## src/rtl/ball_pkg.sv

```systemverilog
// Grid constants, coordinate/velocity types and tracker state encoding shared by the tracker.
// No timing or flow control: types and pure functions only.
package ball_pkg;

  localparam int GRID_COLS = 40;
  localparam int GRID_ROWS = 30;

  typedef logic [5:0]        grid_x_t;
  typedef logic [4:0]        grid_y_t;
  typedef logic signed [4:0] vel_t;
  typedef logic signed [7:0] wide_t;

  typedef enum logic [1:0] {
    ST_SEARCH  = 2'd0,
    ST_ACQUIRE = 2'd1,
    ST_TRACK   = 2'd2,
    ST_COAST   = 2'd3
  } trk_state_t;

  function automatic wide_t sext_vel(input vel_t v);
    return {{3{v[4]}}, v};
  endfunction

  function automatic wide_t clamp_wide(input wide_t v, input wide_t hi);
    if (v < 8'sd0) return 8'sd0;
    if (v > hi) return hi;
    return v;
  endfunction

endpackage

```

## src/rtl/ball_intercept_predictor.sv

```systemverilog
// Steps the ball trajectory one frame per cycle, folding off the side walls, until it reaches the paddle row.
// Result one cycle after start plus one per step; start restarts a run, abort drops it silently.
module ball_intercept_predictor
  import ball_pkg::*;
#(
  parameter int COLS       = GRID_COLS,
  parameter int PADDLE_ROW = 29
) (
  input  logic       clk,
  input  logic       rst_n,
  input  logic       start,
  input  logic       abort,
  input  logic [5:0] start_x,
  input  logic [4:0] start_y,
  input  logic [4:0] start_vx,
  input  logic [4:0] start_vy,
  output logic       busy,
  output logic       done,
  output logic [5:0] result_x
);

  localparam wide_t      X_MAX   = wide_t'(COLS - 1);
  localparam wide_t      X_FOLD  = wide_t'(2 * (COLS - 1));
  localparam wide_t      ROW_END = wide_t'(PADDLE_ROW);
  localparam logic [5:0] X_RESET = 6'(COLS / 2);

  logic       busy_q, busy_d;
  logic       done_q, done_d;
  logic [5:0] res_q, res_d;
  wide_t      px_q, px_d, py_q, py_d, vx_q, vx_d, vy_q, vy_d;
  wide_t      step_x, step_y, step_vx, init_y;

  // Reflection is a single fold: a per-frame move never exceeds the grid width.
  always_comb begin
    step_x  = px_q + vx_q;
    step_y  = py_q + vy_q;
    step_vx = vx_q;
    if (step_x < 8'sd0) begin
      step_x  = -step_x;
      step_vx = -step_vx;
    end
    if (step_x > X_MAX) begin
      step_x  = X_FOLD - step_x;
      step_vx = -step_vx;
    end
  end

  always_comb begin
    busy_d = busy_q;
    done_d = 1'b0;
    res_d  = res_q;
    px_d   = px_q;
    py_d   = py_q;
    vx_d   = vx_q;
    vy_d   = vy_q;
    init_y = wide_t'({3'b000, start_y});
    if (abort) begin
      busy_d = 1'b0;
    end else if (start) begin
      px_d = wide_t'({2'b00, start_x});
      py_d = init_y;
      vx_d = sext_vel(start_vx);
      vy_d = sext_vel(start_vy);
      if (init_y >= ROW_END) begin
        busy_d = 1'b0;
        done_d = 1'b1;
        res_d  = start_x;
      end else begin
        busy_d = 1'b1;
      end
    end else if (busy_q) begin
      px_d = step_x;
      py_d = step_y;
      vx_d = step_vx;
      if (step_y >= ROW_END) begin
        busy_d = 1'b0;
        done_d = 1'b1;
        res_d  = step_x[5:0];
      end
    end
  end

  always_ff @(posedge clk or negedge rst_n) begin
    if (!rst_n) begin
      busy_q <= 1'b0;
      done_q <= 1'b0;
      res_q  <= X_RESET;
      px_q   <= '0;
      py_q   <= '0;
      vx_q   <= '0;
      vy_q   <= '0;
    end else begin
      busy_q <= busy_d;
      done_q <= done_d;
      res_q  <= res_d;
      px_q   <= px_d;
      py_q   <= py_d;
      vx_q   <= vx_d;
      vy_q   <= vy_d;
    end
  end

  assign busy     = busy_q;
  assign done     = done_q;
  assign result_x = res_q;

endmodule

```

## src/rtl/ball_tracker.sv

```systemverilog
// Locks onto per-frame ball detections, tracks/coasts them and launches the paddle-row intercept predictor.
// All outputs update one cycle after the BALL_VALID strobe; no backpressure, one strobe per frame assumed.
module ball_tracker
  import ball_pkg::*;
#(
  parameter int COLS       = GRID_COLS,
  parameter int ROWS       = GRID_ROWS,
  parameter int MIN_COUNT  = 8,
  parameter int ACQ_HITS   = 3,
  parameter int MAX_JUMP   = 4,
  parameter int MAX_MISS   = 5,
  parameter int PADDLE_ROW = 29
) (
  input  logic       CLK,
  input  logic       RST_N,
  input  logic       ENABLE,
  input  logic       BALL_VALID,
  input  logic [5:0] BALL_X,
  input  logic [4:0] BALL_Y,
  input  logic [7:0] BALL_COUNT,
  output logic [5:0] TRACK_X,
  output logic [4:0] TRACK_Y,
  output logic [4:0] VEL_X,
  output logic [4:0] VEL_Y,
  output logic       LOCKED,
  output logic [5:0] PRED_X,
  output logic       PRED_VALID
);

  localparam logic [7:0] MIN_CNT  = 8'(MIN_COUNT);
  localparam logic [5:0] COL_LIM  = 6'(COLS);
  localparam logic [4:0] ROW_LIM  = 5'(ROWS);
  localparam logic [3:0] HITS_LIM = 4'(ACQ_HITS);
  localparam logic [3:0] MISS_LIM = 4'(MAX_MISS);
  localparam wide_t      JUMP_LIM = wide_t'(MAX_JUMP);
  localparam wide_t      X_MAX    = wide_t'(COLS - 1);
  localparam wide_t      Y_MAX    = wide_t'(ROWS - 1);

  trk_state_t state_q, state_d;
  logic [3:0] hits_q, hits_d, misses_q, misses_d, hits_nxt, miss_nxt;
  grid_x_t    track_x_q, track_x_d;
  grid_y_t    track_y_q, track_y_d;
  vel_t       vel_x_q, vel_x_d, vel_y_q, vel_y_d;
  logic       locked_q, locked_d, start_q, start_d;

  logic       det, near, lock_reached, enter_search;
  wide_t      dx, dy, adx, ady, ext_x, ext_y;
  logic       pred_start, pred_abort, pred_busy;

  always_comb begin
    det   = BALL_VALID && (BALL_COUNT >= MIN_CNT) && (BALL_X < COL_LIM) && (BALL_Y < ROW_LIM);
    dx    = wide_t'({2'b00, BALL_X}) - wide_t'({2'b00, track_x_q});
    dy    = wide_t'({3'b000, BALL_Y}) - wide_t'({3'b000, track_y_q});
    adx   = dx[7] ? -dx : dx;
    ady   = dy[7] ? -dy : dy;
    near  = (adx <= JUMP_LIM) && (ady <= JUMP_LIM);
    ext_x = clamp_wide(wide_t'({2'b00, track_x_q}) + sext_vel(vel_x_q), X_MAX);
    ext_y = clamp_wide(wide_t'({3'b000, track_y_q}) + sext_vel(vel_y_q), Y_MAX);
    hits_nxt     = hits_q + 4'd1;
    miss_nxt     = misses_q + 4'd1;
    lock_reached = hits_nxt >= HITS_LIM;
  end

  always_ff @(posedge CLK or negedge RST_N) begin
    if (!RST_N) state_q <= ST_SEARCH;
    else        state_q <= state_d;
  end

  always_comb begin
    state_d = state_q;
    if (!ENABLE) begin
      state_d = ST_SEARCH;
    end else if (BALL_VALID) begin
      case (state_q)
        ST_SEARCH:  if (det) state_d = ST_ACQUIRE;
        ST_ACQUIRE: begin
          if (!det)                      state_d = ST_SEARCH;
          else if (near && lock_reached) state_d = ST_TRACK;
        end
        ST_TRACK:   if (!(det && near)) state_d = ST_COAST;
        ST_COAST: begin
          if (det && near)          state_d = ST_TRACK;
          else if (miss_nxt >= MISS_LIM) state_d = ST_SEARCH;
        end
        default:    state_d = ST_SEARCH;
      endcase
    end
  end

  assign enter_search = (state_d == ST_SEARCH) && (state_q != ST_SEARCH);

  // start_d marks every position update that lands in TRACK; the predictor picks it up next cycle.
  always_comb begin
    track_x_d = track_x_q;
    track_y_d = track_y_q;
    vel_x_d   = vel_x_q;
    vel_y_d   = vel_y_q;
    hits_d    = hits_q;
    misses_d  = misses_q;
    start_d   = 1'b0;
    if (ENABLE && BALL_VALID) begin
      case (state_q)
        ST_SEARCH: begin
          if (det) begin
            track_x_d = BALL_X;
            track_y_d = BALL_Y;
            hits_d    = 4'd1;
          end
        end
        ST_ACQUIRE: begin
          if (det && near) begin
            vel_x_d   = dx[4:0];
            vel_y_d   = dy[4:0];
            track_x_d = BALL_X;
            track_y_d = BALL_Y;
            hits_d    = hits_nxt;
            start_d   = lock_reached;
          end else if (det) begin
            track_x_d = BALL_X;
            track_y_d = BALL_Y;
            hits_d    = 4'd1;
          end
        end
        ST_TRACK: begin
          if (det && near) begin
            vel_x_d   = dx[4:0];
            vel_y_d   = dy[4:0];
            track_x_d = BALL_X;
            track_y_d = BALL_Y;
            start_d   = 1'b1;
          end else begin
            track_x_d = ext_x[5:0];
            track_y_d = ext_y[4:0];
            misses_d  = 4'd1;
          end
        end
        ST_COAST: begin
          if (det && near) begin
            track_x_d = BALL_X;
            track_y_d = BALL_Y;
            misses_d  = 4'd0;
            start_d   = 1'b1;
          end else begin
            track_x_d = ext_x[5:0];
            track_y_d = ext_y[4:0];
            misses_d  = miss_nxt;
          end
        end
        default: ;
      endcase
    end
    if (state_d == ST_SEARCH) begin
      hits_d   = 4'd0;
      misses_d = 4'd0;
    end
    if (enter_search) begin
      vel_x_d = '0;
      vel_y_d = '0;
    end
    locked_d = (state_d == ST_TRACK) || (state_d == ST_COAST);
  end

  always_ff @(posedge CLK or negedge RST_N) begin
    if (!RST_N) begin
      track_x_q <= '0;
      track_y_q <= '0;
      vel_x_q   <= '0;
      vel_y_q   <= '0;
      hits_q    <= '0;
      misses_q  <= '0;
      locked_q  <= 1'b0;
      start_q   <= 1'b0;
    end else begin
      track_x_q <= track_x_d;
      track_y_q <= track_y_d;
      vel_x_q   <= vel_x_d;
      vel_y_q   <= vel_y_d;
      hits_q    <= hits_d;
      misses_q  <= misses_d;
      locked_q  <= locked_d;
      start_q   <= start_d;
    end
  end

  // A ball moving up or sideways never reaches the paddle row, so only downward motion launches a run.
  assign pred_start = start_q && ENABLE && (vel_y_q > 5'sd0);
  assign pred_abort = pred_busy && (!ENABLE || enter_search);

  ball_intercept_predictor #(
    .COLS       (COLS),
    .PADDLE_ROW (PADDLE_ROW)
  ) u_pred (
    .clk      (CLK),
    .rst_n    (RST_N),
    .start    (pred_start),
    .abort    (pred_abort),
    .start_x  (track_x_q),
    .start_y  (track_y_q),
    .start_vx (vel_x_q),
    .start_vy (vel_y_q),
    .busy     (pred_busy),
    .done     (PRED_VALID),
    .result_x (PRED_X)
  );

  assign TRACK_X = track_x_q;
  assign TRACK_Y = track_y_q;
  assign VEL_X   = vel_x_q;
  assign VEL_Y   = vel_y_q;
  assign LOCKED  = locked_q;

endmodule

```

## config.mk

```make
export PLATFORM = sky130hd
export DESIGN_NAME = ball_tracker
export DESIGN_NICKNAME = d
export VERILOG_FILES = /design/src/rtl/ball_pkg.sv /design/src/rtl/ball_intercept_predictor.sv /design/src/rtl/ball_tracker.sv
export SDC_FILE = /design/constraint.sdc
export NUM_CORES = 1
export LEC_CHECK = 0
export ABC_AREA = 1
export BUFFER_PORTS_ARGS = -buffer_cell sky130_fd_sc_hd__buf_2
export CAP_MARGIN = 20
export CORE_MARGIN = 2
export CORE_UTILIZATION = 65
export DETAILED_ROUTE_END_ITERATION = 10
export PLACE_DENSITY = 0.87
export SYNTH_ARGS = -nofsm -noshare
export SYNTH_HDL_FRONTEND = slang
export SYNTH_SLANG_ARGS = --single-unit
```

## constraint.sdc

```tcl
create_clock -name CLK -period 6.2 [get_ports CLK]
set_input_delay 0.31 -clock CLK [delete_from_list [all_inputs] [get_ports CLK]]
set_output_delay 0.31 -clock CLK [all_outputs]
set_load 0.03 [all_outputs]
```

==> summary.txt <==
GRT
  • First-pass GRT wire length: 25700 um
  • GR Util All Layers: 30.5%
  • Vias in the first global route: 5742
  • Initial antenna violation count: 0
  • Global route overflow: 0
  • Largest net degree at the start of global routing: 71

STA
  • Min Tclk post-route: 4.13 ns
  • Clock Skew: 0.0162 ns
  • Tightest Pin Transition: 0.995 ns
  • Final max-slew violation count: 0
  • Final Hold Vio Count: 0
  • Final period util: 66.6%
  • Max Clk Rate: 242 MHz
  • Setup TNS: 0 ns
  • RSZ-0062 raised after global routing: false
  • Final-report setup violation count: 0
  • Max-slew headroom: 33.5%

Synth
  • Seq/Total Area, Yosys: 28.0%
  • Area share of the largest cell type after synthesis: 27.2%
  • Ys async rst share: 100%
  • Post-synthesis register bit count: 70
  • Synthesized area per cell: 6.85 um^2
  • Number of synthesized flops with an enable pin: 0
  • Count of different cell masters after synthesis: 54
  • Syn_nets: 993
  • Prevailing post-synth register cell: dfrtp_1
  • Synth Instances: 913
  • Warnings, synthesis: 0
  • Post-synth top area cell: dfrtp_1
  • Largest cells by area after synthesis: dfrtp_1, nand2_1, ha_1
  • Cell Area, Synth: 6260 um^2

Detailed routing
  • Drc violations: 0
  • Routed wire length: 14800 um
  • Routed WL per cell: 13.7 um
  • DRT Pass-1 Iters: 4
  • Vias: 5997
  • Final ANT Viol Nets: 0
  • Vias per inst: 5.54
  • Iter 0 DRT Violations: 294

Floorplanning
  • Full die area: 10400 um^2
  • Die Y: 102 um
  • # rows: 35
  • I/O pins: 52
  • Initial Utilization: 67.4%
  • Core Footprint: 9280 um^2
  • DIE WIDTH: 102 um

Worst setup path
  • Crit path max-delay family: simple AND/OR/NAND/NOR gates
  • CP Class: reg -> reg
  • Slowest stage delay, CP: 0.44 ns
  • Worst r2r dst: u_pred.vx_q[1]
  • Critical path, cell by cell: ha_1 -> inv_1 -> fa_1 -> nand2_1 -> nand2_1 -> nor2_1 -> nand3_1 -> inv_1 -> a21oi_1 -> nor2_2 -> nand3_2 -> nand2_1 -> nand2_1 -> nand3_1 -> nand2_1 -> nand2_1 -> nand2_2 -> nand3_2 -> nand3_4 -> nand2_4 -> nand2_1 -> nand2_1
  • Critical Path Start Type: flop
  • CP dominant cell by count: nand2_1
  • Setup crit end kind: flop
  • RR Startpoint: TRACK_X[0]
  • CP max FO: 25
  • Worst reg2reg path depth: 22
  • Slowest-stage cell, CP: dfrtp_1
  • Buf+Inv Stages, Crit Path: 2
  • Setup slack, reg-to-reg: 2.07 ns
  • CP arrival: 4.42 ns
  • CP required: 6.49 ns

Clock tree
  • CTS resizes: 0
  • CTS tree: built
  • Post-CTS Hold Buffers: 0
  • H-tree levels: 3
  • Setup Fix Bufs, Post-CTS: 0
  • Clock transition at path regs: 0.08 ns
  • Clock Sinks: 70
  • Root buf cell: clkbuf_8
  • CTS max path bufs: 2
  • CTS buffer count: 9
  • Worst skew pair latency: 0.36 ns

Finish
  • Area growth syn-to-layout: 7.26%
  • Non-Filler Instances: 1082
  • Share of cells above drive strength 1: 10.1%
  • Commonest non-fill, non-tap cell in the layout: nand2_1
  • Most frequent cells in the layout: nand2_1, inv_1, nand3_1
  • Cell area after layout: 6710 um^2
  • Fillers: 787
  • Nets: 1028

Place
  • Routability cong.: 0.893
  • IO Port Bufs: 48
  • Hpwl dp: 10700 um
  • Placed instance area: 6500 um^2
  • Placed Cells: 1066

Run
  • Max-cap violations: 0

Pwr
  • VDD IR max: 0.146 mV
  • Power per cell area: 205 nW/um^2
  • Leak: 0.00388 uW

Status
  • Outcome: finished, final reports clean

Worst hold path
  • Hold Crit Class: in -> async
-- stage by stage --
| stage | worst slack [ns] | total power (uW) | utilization, % | hold WS [ns] |
|---|---|---|---|---|
| after global routing | 1.63 | 1460 | 72.3 | 0.254 |
| after floorplan | 3.26 | 850 | - | 0.0144 |
| after global placement | 2.16 | 956 | 70.0 | 0.453 |
| final | 2.07 | 1370 | 72.3 | 0.137 |
| after detailed placement | 2.11 | 964 | 70.0 | 0.455 |
| after CTS | 2.12 | 1370 | 72.3 | 0.192 |
-- worst reg2reg max path, delay by kind of cell (launching register included) --
family          cells  cell delay [ns]
fa+ha+maj           2             0.64
simple gates       17             2.78
buf+inv             2             0.15
compound gates      1             0.07
flops               1             0.44
-- power by group --
group	internal, uW	switching [uW]	leakage, uW
sequential	476	32.2	0.000931
clock	224	184	0.000109
combinational	154	303	0.00284
total	854	520	0.00388
-- cells in the mapped netlist, types with 6 or more instances --
| library cell | count |
|---|---|
| a21oi_1 | 56 |
| a31oi_1 | 7 |
| buf_6 | 6 |
| clkbuf_1 | 8 |
| dfrtp_1 | 68 |
| fa_1 | 6 |
| ha_1 | 51 |
| inv_1 | 121 |
| nand2_1 | 272 |
| nand2_2 | 9 |
| nand3_1 | 92 |
| nand3b_1 | 6 |
| nor2_1 | 58 |
| o211ai_1 | 7 |
| o21ai_0 | 36 |
| o22ai_1 | 9 |
| xnor2_1 | 11 |
| xor2_1 | 20 |
-- cell families after synthesis --
group,share of synthesized area [%]
flops,28.0
mux,0.360
xor+xnor,4.60
buf+inv,10.2
fa+ha+maj,12.1
simple gates,31.5
compound gates,13.2
-- final cells by class --
type / instances / area, um^2 / area share [%]
multi-input cells: 693 / 3860 / 57.6
flip-flops and latches: 70 / 1750 / 26.1
inverters: 125 / 469 / 6.99
repair buffers: 49 / 248 / 3.69
well taps: 129 / 161 / 2.41
clock buffers: 9 / 124 / 1.85
clock inverters: 6 / 87.6 / 1.31
diodes: 1 / 2.50 / 0.0373
-- registers in the layout, indices dropped and copies added (netlist names) --
register,count
LOCKED,1
TRACK_X,6
TRACK_Y,5
VEL_X,5
VEL_Y,5
hits_q,4
misses_q,4
start_q,1
state_q,2
u_pred.busy,1
u_pred.done,1
u_pred.px_q,8
u_pred.py_q,8
u_pred.result_x,6
u_pred.vx_q,8
u_pred.vy_q,5
-- routing by layer --
| layer | up-vias | GRT usage (%) | routed length [um] |
|---|---|---|---|
| met3 | 35 | 5.06 | 766 |
| met4 | 0 | 10.7 | 318 |
| li1 | 3034 | - | - |
| met5 | - | 0 | 0 |
| met2 | 173 | 51.5 | 7110 |
| met1 | 2755 | 39.9 | 6630 |
-- how the worst max path moves through the flow --
stage	to	startpoint	cells past startpoint
global placement	u_pred.px_q[7]	BALL_X[0]	23
global route	u_pred.vx_q[4]	TRACK_X[0]	22
finish	u_pred.vx_q[1]	TRACK_X[0]	22
detailed placement	u_pred.px_q[5]	BALL_X[0]	23
floorplan	u_pred.vy_q[1]	TRACK_X[0]	22
CTS	u_pred.vx_q[3]	TRACK_X[0]	21
Power figures use the tool's default switching activity.
